===== config.mk =====
export PLATFORM = sky130hd
export DESIGN_NAME = backup_ram_ctrl
export DESIGN_NICKNAME = d
export VERILOG_FILES = /design/src/rtl/backup_ram_ctrl.sv
export SDC_FILE = /design/constraint.sdc
export NUM_CORES = 1
export LEC_CHECK = 0
export CORE_MARGIN = 3
export CORE_UTILIZATION = 32
export DETAILED_ROUTE_END_ITERATION = 7
export PLACE_DENSITY = 0.77
export RECOVER_POWER = 50
export SETUP_SLACK_MARGIN = 0.2
export SYNTH_ARGS = -nofsm -noshare
export SYNTH_HDL_FRONTEND = slang
export SYNTH_SLANG_ARGS = --single-unit

===== constraint.sdc =====
create_clock -name clk_sys -period 2.4 [get_ports clk_sys]
set_input_delay 0.48 -clock clk_sys [delete_from_list [all_inputs] [get_ports clk_sys]]
set_output_delay 0.48 -clock clk_sys [all_outputs]
set_load 0.01 [all_outputs]

===== src/rtl/backup_ram_ctrl.sv =====
// Backup (battery) RAM controller: moves cartridge save RAM between the
// SD image and on-board RAM, one 512-byte sector per SD handshake.
module backup_ram_ctrl #(
    parameter int ADDR_W = 16
) (
    input  logic              clk_sys,
    input  logic              reset_n,

    input  logic              img_mounted,
    input  logic              img_readonly,
    input  logic [63:0]       img_size,

    input  logic              bk_load,
    input  logic              bk_save,
    input  logic              osd_status,
    input  logic              autosave_en,

    input  logic [7:0]        ram_size_code,
    input  logic              cart_ram_wr,

    output logic [31:0]       sd_lba,
    output logic              sd_rd,
    output logic              sd_wr,
    output logic [15:0]       sd_buff_din,

    input  logic              sd_ack,
    input  logic [7:0]        sd_buff_addr,
    input  logic [15:0]       sd_buff_dout,
    input  logic              sd_buff_wr,

    output logic [ADDR_W-1:0] ram_addr,
    output logic              ram_we,
    output logic [15:0]       ram_wdata,
    input  logic [15:0]       ram_rdata,

    output logic              busy,
    output logic              loading,
    output logic              sav_pending
);

    typedef enum logic [2:0] {
        IDLE,
        RD_REQ,
        RD_XFER,
        WR_REQ,
        WR_XFER
    } state_t;

    state_t      state;
    logic [8:0]  sec_idx;
    logic [8:0]  sec_cnt;
    logic        ack_q;
    logic        osd_q;

    logic [8:0]  n_sec;
    logic [31:0] img_sec;
    logic [8:0]  eff_cnt;
    logic [8:0]  sec_next;
    logic        sec_last;
    logic        ack_rise;
    logic        ack_fall;
    logic        load_req;
    logic        save_req;
    logic        load_go;
    logic        save_go;
    logic        xfer;
    logic        xfer_done;
    logic [15:0] xfer_addr;

    always_comb begin
        n_sec = 9'd0;
        case (ram_size_code)
            8'd1:    n_sec = 9'd4;
            8'd2:    n_sec = 9'd16;
            8'd3:    n_sec = 9'd64;
            8'd4:    n_sec = 9'd256;
            8'd5:    n_sec = 9'd128;
            default: n_sec = 9'd0;
        endcase
    end

    // A short image limits how many sectors a load may read.
    assign img_sec = img_size[40:9];
    assign eff_cnt = (img_sec < {23'd0, n_sec}) ? img_sec[8:0] : n_sec;

    assign ack_rise = sd_ack & ~ack_q;
    assign ack_fall = ~sd_ack & ack_q;

    assign load_req = bk_load | (img_mounted & (img_size != 64'd0));
    assign save_req = bk_save
                    | (osd_q & ~osd_status & autosave_en & sav_pending);

    assign load_go = load_req & (eff_cnt != 9'd0);
    assign save_go = save_req & ~load_req
                   & (n_sec != 9'd0) & ~img_readonly;

    // 9-bit index so a 256-sector transfer ends at 255 instead of wrapping.
    assign sec_next = sec_idx + 9'd1;
    assign sec_last = (sec_next == sec_cnt);

    assign xfer      = (state == RD_XFER) || (state == WR_XFER);
    assign xfer_done = xfer & ack_fall & sec_last;

    always_ff @(posedge clk_sys or negedge reset_n) begin
        if (!reset_n) begin
            ack_q <= 1'b0;
            osd_q <= 1'b0;
        end else begin
            ack_q <= sd_ack;
            osd_q <= osd_status;
        end
    end

    always_ff @(posedge clk_sys or negedge reset_n) begin
        if (!reset_n) begin
            state   <= IDLE;
            sec_idx <= 9'd0;
            sec_cnt <= 9'd0;
            sd_lba  <= 32'd0;
            sd_rd   <= 1'b0;
            sd_wr   <= 1'b0;
        end else begin
            case (state)
                IDLE: begin
                    if (load_go) begin
                        state   <= RD_REQ;
                        sec_idx <= 9'd0;
                        sec_cnt <= eff_cnt;
                        sd_lba  <= 32'd0;
                        sd_rd   <= 1'b1;
                    end else if (save_go) begin
                        state   <= WR_REQ;
                        sec_idx <= 9'd0;
                        sec_cnt <= n_sec;
                        sd_lba  <= 32'd0;
                        sd_wr   <= 1'b1;
                    end
                end
                RD_REQ: begin
                    if (ack_rise) begin
                        sd_rd <= 1'b0;
                        state <= RD_XFER;
                    end
                end
                RD_XFER: begin
                    if (ack_fall) begin
                        sec_idx <= sec_next;
                        if (sec_last) begin
                            state <= IDLE;
                        end else begin
                            state  <= RD_REQ;
                            sd_lba <= {23'd0, sec_next};
                            sd_rd  <= 1'b1;
                        end
                    end
                end
                WR_REQ: begin
                    if (ack_rise) begin
                        sd_wr <= 1'b0;
                        state <= WR_XFER;
                    end
                end
                WR_XFER: begin
                    if (ack_fall) begin
                        sec_idx <= sec_next;
                        if (sec_last) begin
                            state <= IDLE;
                        end else begin
                            state  <= WR_REQ;
                            sd_lba <= {23'd0, sec_next};
                            sd_wr  <= 1'b1;
                        end
                    end
                end
                default: begin
                    state <= IDLE;
                    sd_rd <= 1'b0;
                    sd_wr <= 1'b0;
                end
            endcase
        end
    end

    // A game write landing on the completing cycle keeps the flag set.
    always_ff @(posedge clk_sys or negedge reset_n) begin
        if (!reset_n) begin
            sav_pending <= 1'b0;
        end else if (cart_ram_wr && !loading) begin
            sav_pending <= 1'b1;
        end else if (xfer_done) begin
            sav_pending <= 1'b0;
        end
    end

    assign busy    = (state != IDLE);
    assign loading = (state == RD_REQ) || (state == RD_XFER);

    assign xfer_addr   = {sec_idx[7:0], sd_buff_addr};
    assign ram_addr    = xfer ? ADDR_W'(xfer_addr) : '0;
    assign ram_we      = (state == RD_XFER) & sd_buff_wr;
    assign ram_wdata   = sd_buff_dout;
    assign sd_buff_din = (state == WR_XFER) ? ram_rdata : 16'd0;

endmodule


After elaboration in Yosys (flattened, before gate mapping). Cells that the tools add are included. Widths: inputs -> output; s select.

Logic and storage cells: 110. Output and inout port bits: 86. Register bits: 58. Input bits: 123.

Bitwise gates (word level): 22. Eq/ne operators: 22. $add $sub $neg: 1. Reduce and logical (&&, ||, !) cells: 21. Order comparisons: 1. Mux-type cells: 34.

Operators by type and width (number): $mux 32 (4); $pmux 32 s2 (1); $reduce_bool 64->1 (1); $mux 9 (6); $pmux 9 s5 (1); $lt 32x9->1 (1); $mux 16 (2); $ne 2x2->1 const B (10); $mux 3 (6); $pmux 9 s2 (1); $reduce_bool 9->1 (2); $eq 8x2->1 const B (2); $eq 8x3->1 const B (2); $pmux 3 s5 (1); $and 1x1->1 (13); $reduce_and 5->1 (2); $add 9x1->9 const B (1); $eq 9x9->1 (1); $mux 1 (9); $eq 8x1->1 const B (1); $pmux 1 s4 (2); $not 1->1 (7); $eq 3x2->1 const B (2); $reduce_and 6->1 (1); other kinds (16) (22).

Longest topological paths before layout. Gate-level depths: netlist (run 1).

Word-level depth: 11. Mapped depth: 13. Mapped depth without buffers: 12.

Worst setup path before layout (run 1). Ideal clock, no wire load.

Path kind: input-to-reg. Start point: input ram_size_code[3]. End point: register sec_idx[1]. Data required time: 2.275 ns. Arrival: 3.100 ns. Path slack: -0.825 ns. Stages: 13. Library setup time: 0.125 ns. Buffers on the path: 1. Cell sequence: nor3_2 nand2_1 or3_1 ha_1 or3b_1 a211oi_1 nor2_1 and4_1 o21a_1 o21bai_2 and2_1 buf_6 mux2_2.

Longest elaborated chain between the ends: 8. Elaborated cells on any way between the ends: 17. Those cells by class: order compare: 1; eq/ne: 6; mux: 4; bitwise: 3; reduce/logical: 3.

RTL lines: from (decl) (line 18) `input logic [7:0] ram_size_code,`; $eq 8x3->1, or another cell as far along (line 72) `case (ram_size_code)`; $pmux 9 s5 * (line 72); $lt 32x9->1 (line 84) `assign eff_cnt = (img_sec < {23'd0, n_sec}) ? img_sec[8:0] : n_sec;`; $mux 9 (line 84); $reduce_bool 9->1 (line 93) `assign load_go = load_req & (eff_cnt != 9'd0);`; $and 1x1->1 (line 93); $ne 3x3->1 (no line) / $mux 9 (equally long branches); $reduce_and 3->1 (no line) / $pmux 9 s2 (equally long branches); to (signal assigned) (line 147) `sec_idx <= sec_next;`; to (signal assigned) (line 165) `sec_idx <= sec_next;`; to (decl) (line 50) `logic [8:0] sec_idx;`.

Mark *: on every way between the ends. The rest lies on a longest branch, timed or not. A chain may end at the register's enable or synchronous reset.

Worst setup path in the final report (run 1).
Start point: input ram_size_code[4]. End point: register sec_idx[7].

The elaborated chain is that of the path after synthesis.

==> impl_metrics.tcl, run 1 <==
set metrics [dict create \
    synth_top_cell_area_share 0.293 \
    fin_crit_ns 3.11 \
    grt_pass1_wl_um 15000 \
    post_synth.cell_area_avg_um2 8.74 \
    viasPerCell 5.00 \
    antenna_found_initial 0 \
    hold_buffers 0 \
    peakVddDrop_mv 0.373 \
    htreeDepth 2 \
    ioPinCount 209 \
    path_clk_slew_ns 0.07 \
    first_pass_iters 4 \
    fin_tns_setup_ns -18.06 \
    period_share 1.30 \
    die-area_um2 10500 \
    ys_top_cells_by_area "dfrtp_1 29%, buf_4 9.8%, mux2_2 4.1%" \
    root_buffer "clkbuf_8" \
    hpwlAfterDp_um 7640 \
    crit_buf_inv 2 \
    max_slew_margin 0.422 \
    fmax_mhz 321 \
    reg2reg_to "sd_rd" \
    ys_ff_latch 35 \
    critical_path_class "input port to flop" \
    grt_start_max_net_pins 36 \
    power_density_nw_per_um2 776 \
    maxCapViolCount 0 \
    worstPathCellList "buf_6, nor3_4, nand2_1, or3_4, ha_4, or3b_4, a211oi_2, nor2_2, a31oi_1, o21a_1, o21bai_4, and2_4, buf_6, a221o_1" \
    worst-path-stages 14 \
    place_congestion 0.819 \
    numClockSinks 35 \
    cts_buffers 5 \
    rows 34 \
    crit_path_end "sec_idx[7]" \
    synth_cells 342 \
    vias 3212 \
    synth_top_area_cell "dfrtp_1" \
    crit_slowest_cell "or3_4" \
    rr_worst_depth 10 \
    regToRegStartpoint "sec_idx[1]" \
    drv_slew 0 \
    finalCoreUtilization 0.578 \
    start_util 0.336 \
    setup_viol_count_final 30 \
    core_um2 8890 \
    gr-total-overflow 0 \
    layout-area-overhead-vs-synth_pct 71.8 \
    grt_pass1_vias 3290 \
    finalWirelength_um 10000 \
    rsz0062_at_grt "true" \
    track_usage 0.179 \
    leakagePower_uw 0.00243 \
    worst_setup_path_start_kind "input port" \
    violations "setup timing" \
    setup_ws_ns -0.712 \
    finalHoldViolCount 0 \
    port_buffers 153 \
    fp.dieW_um 103 \
    skew_ns 0.0126 \
    cp-end-kind "flop" \
    status "finished with violations" \
    fillCellCount 780 \
    startpoint "ram_size_code[4]" \
    dieHeight_um 103 \
    cp_data_arrival_time_ns 3.29 \
    cts_max_path_buffers 2 \
    place_ws_ns -1.42 \
    clk_latency_ns 0.30 \
    critical-path-top-delay-family "simple AND/OR/NAND/NOR gates" \
    hp-start "sd_lba[0]" \
    ys.flop_type "dfrtp_1" \
    synth_area_um2 2990 \
    synth_edf_count 0 \
    r2r_slack_ns 0 \
    final_layout_size_suffix_gt1_frac 0.326 \
    cts_tree "done" \
    ys_warn_count 0 \
    cp.required_ns 2.58 \
    ys_seq_area_frac 0.293 \
    drt_drc_violations_left 0 \
    hp-class "flop to flop" \
    final_nets 661 \
    synth.distinct_cells 61 \
    worst_pin_slew_ns 0.867 \
    whs_ns 0.497 \
    routedWlPerCell_um 15.6 \
    whs_path_depth 1 \
    crit_path_max_incr_delay_ns 0.40 \
    synthArstFlopShare 1.00 \
    cpMostUsedCell "buf_6" \
    antennaDiodeCount 0 \
    antenna_left 0 \
    drtIter0Drc 106 \
    crit_fanout 7 \
]
cell usage in the layout (no fill, tap or decap), types with 5 or more instances in the layout:
cell and n:
and2_1 15, conb_1 23, mux2_4 5, and3_1 17
xor2_1 6, clkbuf_8 6, o21ai_0 6, nor2_1 24
nor4_1 10, nand2_1 12, a21oi_1 6, clkbuf_2 29
dlymetal6s2s_1 12, dfrtp_1 33, a21o_1 6, buf_2 5
xnor2_1 6, nand3_1 11, buf_4 52, clkdlybuf4s50_1 97
mux2_2 6, inv_1 8, buf_6 19
state kept, by name, summed over array words and instances (netlist names):
| name | cells |
|---|---|
| ack_q | 1 |
| osd_q | 1 |
| sav_pending | 1 |
| sd_lba | 9 |
| sd_rd | 1 |
| sd_wr | 1 |
| sec_cnt | 9 |
| sec_idx | 9 |
| state | 3 |
stage by stage:
| step | cell area [um2] | power, uW | cells |
|---|---|---|---|
| after CTS | 5060 | 3800 | 635 |
| after global placement | 4730 | 3020 | 616 |
| final | 5130 | 3980 | 642 |
| after floorplan | 3090 | 2100 | 364 |
| after global routing | 5130 | 4230 | 642 |
| after detailed placement | 4730 | 3100 | 616 |
cells in the mapped netlist, types with 8 or more instances:
library cell  count
a21oi_1           8
and2_1           19
and3_1           18
buf_4            39
clkbuf_1          9
dfrtp_1          35
inv_1             9
mux2_2           11
nand2_1          14
nand3_1          11
nor2_1           30
nor4_1           15
o21ai_0           8
where the power goes:
| part | leakage [uW] | total [uW] | switching, uW | internal, uW |
|---|---|---|---|---|
| clock | 0.0000612 | 563 | 227 | 336 |
| combinational | 0.00194 | 2480 | 1090 | 1380 |
| sequential | 0.000435 | 945 | 192 | 753 |
| total | 0.00243 | 3980 | 1510 | 2470 |
cell families (layout without fill, tap and decap cells):
group	after synthesis	count (layout)	share of synthesized area
mux	19	19	0.0699
compound gates	52	52	0.129
other cells	1	23	0.00125
flops	35	35	0.293
simple gates	147	147	0.281
fa+ha+maj	5	5	0.0209
buf+inv	67	237	0.141
xor+xnor	16	16	0.0649
worst reg2reg max path, cell delays in order (launching register included):
cell	delay [ns]
dfrtp_1	0.42
buf_4	0.17
nand3_2	0.08
buf_4	0.13
xor2_1	0.29
xor2_1	0.19
o211ai_1	0.15
nor4_4	0.30
nor3_1	0.09
o31a_1	0.29
o211a_1	0.20
how the worst min path moves through the flow:
stage	to	slack, ns
after global placement	sd_lba[4]	0.47
after CTS	sd_lba[0]	0.50
after detailed placement	sd_lba[0]	0.48
final	sd_lba[0]	0.50
after floorplan	ack_q	0.18
after global routing	sd_lba[4]	0.51
metal layers:
metal | part of all wire | global-route usage | vias up
li1 | - | - | 1535
met1 | 0.38 | 0.199 | 1508
met2 | 0.53 | 0.339 | 153
met3 | 0.072 | 0.0392 | 16
met4 | 0.019 | 0.0525 | 0
met5 | 0 | 0 | -
repair_timing:
item,in CTS,in global routing
pin swaps,26,16
setup endpoints to repair,66,51
resized for setup,110,102
buffers inserted,9,6
gates cloned,2,1
area by class of cell:
| cell class | instances | area, um2 | share of cell area |
|---|---|---|---|
| multi-input cells | 262 | 2020 | 0.393 |
| repair buffers | 220 | 1950 | 0.380 |
| flip-flops and latches | 35 | 878 | 0.171 |
| well taps | 108 | 135 | 0.0263 |
| clock buffers | 6 | 82.6 | 0.0161 |
| clock inverters | 2 | 35.0 | 0.00682 |
| inverters | 9 | 33.8 | 0.00658 |
(Power assumes the default switching activity.)
==> run 2: changes to the inputs <==
- CORE_AREA: unset -> 3 3 81 83
- CORE_MARGIN: 3 -> unset
- CORE_UTILIZATION: 32 -> unset
- DIE_AREA: unset -> 0 0 84 86
- DONT_BUFFER_PORTS: unset -> 1
- PLACE_DENSITY: 0.77 -> 0.67
==> run 2 against run 1 <==
Effect of this change:
- the run ends with capacitance limit, slew limit, setup timing left
- critical path depth is 1 lower
- clock skew is 0.0081 ns lower
- wire length is 19% lower
- worst setup slack better by 0.10 ns
- utilization is 2.6 points lower
- largest cell class unchanged
- largest power group unchanged
==> impl_metrics.tcl, run 2 (synthesis gave the netlist of run 1 again) <==
set metrics [dict create \
    antenna_left 0 \
    status "finished with violations" \
    worst_pin_slew_ns 1.88 \
    violations "capacitance limit, slew limit, setup timing" \
    first_pass_iters 4 \
    whs_ns 0.222 \
    crit_fanout 6 \
    worst_setup_path_start_kind "input port" \
    regArea_um2 876 \
    fillCellCount 551 \
    gr-total-overflow 0 \
    peakVddDrop_mv 0.445 \
    cp_data_arrival_time_ns 3.18 \
    setup_viol_count_final 30 \
    drtIter0Drc 103 \
    path_clk_slew_ns 0.07 \
    finalHoldViolCount 0 \
    final_nets 480 \
    finalCoreUtilization 0.551 \
    setup_ws_ns -0.610 \
    final_cell_mix "35 x dfrtp_1, 33 x buf_4, 27 x nor2_1, 23 x conb_1, 18 x and2_1" \
    final_layout_size_suffix_gt1_frac 0.238 \
    grt_pass1_wl_um 12200 \
    viasPerCell 5.88 \
    final_cell_area_um2 3260 \
    skew_ns 0.00444 \
    vias 2515 \
    fin_crit_ns 3.01 \
    track_usage 0.214 \
    die-area_um2 7220 \
    port_buffers 0 \
    hpwlAfterDp_um 6490 \
    totalPowerFinal_uw 2950 \
    dieHeight_um 86 \
    cts_buffers 5 \
    clk_latency_ns 0.28 \
    grt_start_max_net_pins 36 \
    drv_slew 36 \
    multiInputGateArea_um2 1870 \
    max_slew_margin -0.256 \
    rsz0062_at_grt "true" \
    rows 28 \
    place_area_um2 3050 \
    ioPinCount 209 \
    finalWirelength_um 8070 \
    mostFrequentLayoutCell "dfrtp_1" \
    fp.dieW_um 84 \
    routedWlPerCell_um 18.9 \
    period_share 1.25 \
    cp.required_ns 2.57 \
    place_congestion 0.949 \
    drt_drc_violations_left 0 \
    htreeDepth 2 \
    core_um2 5920 \
    leakagePower_uw 0.00146 \
    hp-class "input port to flop" \
    reg_top3 "sd_lba x9, sec_cnt x9, sec_idx x9" \
    grt_pass1_vias 2452 \
    cts_tree "done" \
    critical_path_class "input port to flop" \
    root_buffer "clkbuf_8" \
    fmax_mhz 332 \
    cp-end-kind "flop" \
    power_density_nw_per_um2 903 \
    layout-area-overhead-vs-synth_pct 9.17 \
    place_ws_ns -0.907 \
    antennaDiodeCount 0 \
    cts_max_path_buffers 2 \
    numClockSinks 35 \
    start_util 0.505 \
    antenna_found_initial 0 \
    maxCapViolCount 1 \
]
## run 2: final timing paths
check | startpoint | end | slack [ns] | cells after the start
worst min-delay path | osd_status | osd_q | 0.22 | 0
worst max-delay path | ram_size_code[3] | sec_idx[7] | -0.61 | 13
min in group asynchronous | reset_n | sec_idx[6] | 0.72 | 1
max in group asynchronous | reset_n | sec_cnt[0] | 0.60 | 1
worst max register to register | sec_idx[0] | sd_rd | 0 | 10
worst min register to register | sec_cnt[2] | sec_cnt[2] | 0.53 | 2
## run 2: metal layers
metal	vias up	global-route usage	routed length [um]
met2	131	0.379	4230
li1	1170	-	-
met1	1197	0.241	2960
met3	17	0.0548	645
met4	0	0.0980	245
met5	-	0	0
## run 2: report_power, final
group	switching, uW	total [uW]	internal (uW)
sequential	222	973	751
clock	198	401	203
combinational	831	1570	742
## run 2: what timing repair did
| action | 4_1_cts | 5_1_grt |
|---|---|---|
| hold buffers | 1 | 0 |
| pin swaps | 23 | 2 |
| buffers inserted | 4 | 0 |
| endpoints found under the setup margin | 32 | 37 |
| endpoints found under the hold margin | 35 | 0 |
| resized for setup | 17 | 6 |
## run 2: layout make-up
cell class,count,area share
multi-input cells,262,0.573
flip-flops and latches,35,0.268
repair buffers,39,0.0943
well taps,75,0.0288
clock buffers,7,0.0234
inverters,9,0.0104
clock inverters,1,0.00153
## run 2: through the flow
stage / setup TNS, ns / cells
3_3_place_gp: -22.30 / 415
4_1_cts: -14.67 / 428
2_1_floorplan: -17.66 / 364
5_1_grt: -19.52 / 428
6_report: -15.69 / 428
3_5_place_dp: -24.26 / 415
## run 2: worst max-delay path, stage by stage
cell and delay [ns]:
nor3_4 0.17, nand2_1 0.08, or3_4 0.36, ha_4 0.27
or3b_4 0.38, a211oi_2 0.23, nor2_2 0.07, a31oi_1 0.21
o21a_1 0.21, o21bai_4 0.09, and2_4 0.16, buf_6 0.13
a221o_1 0.34
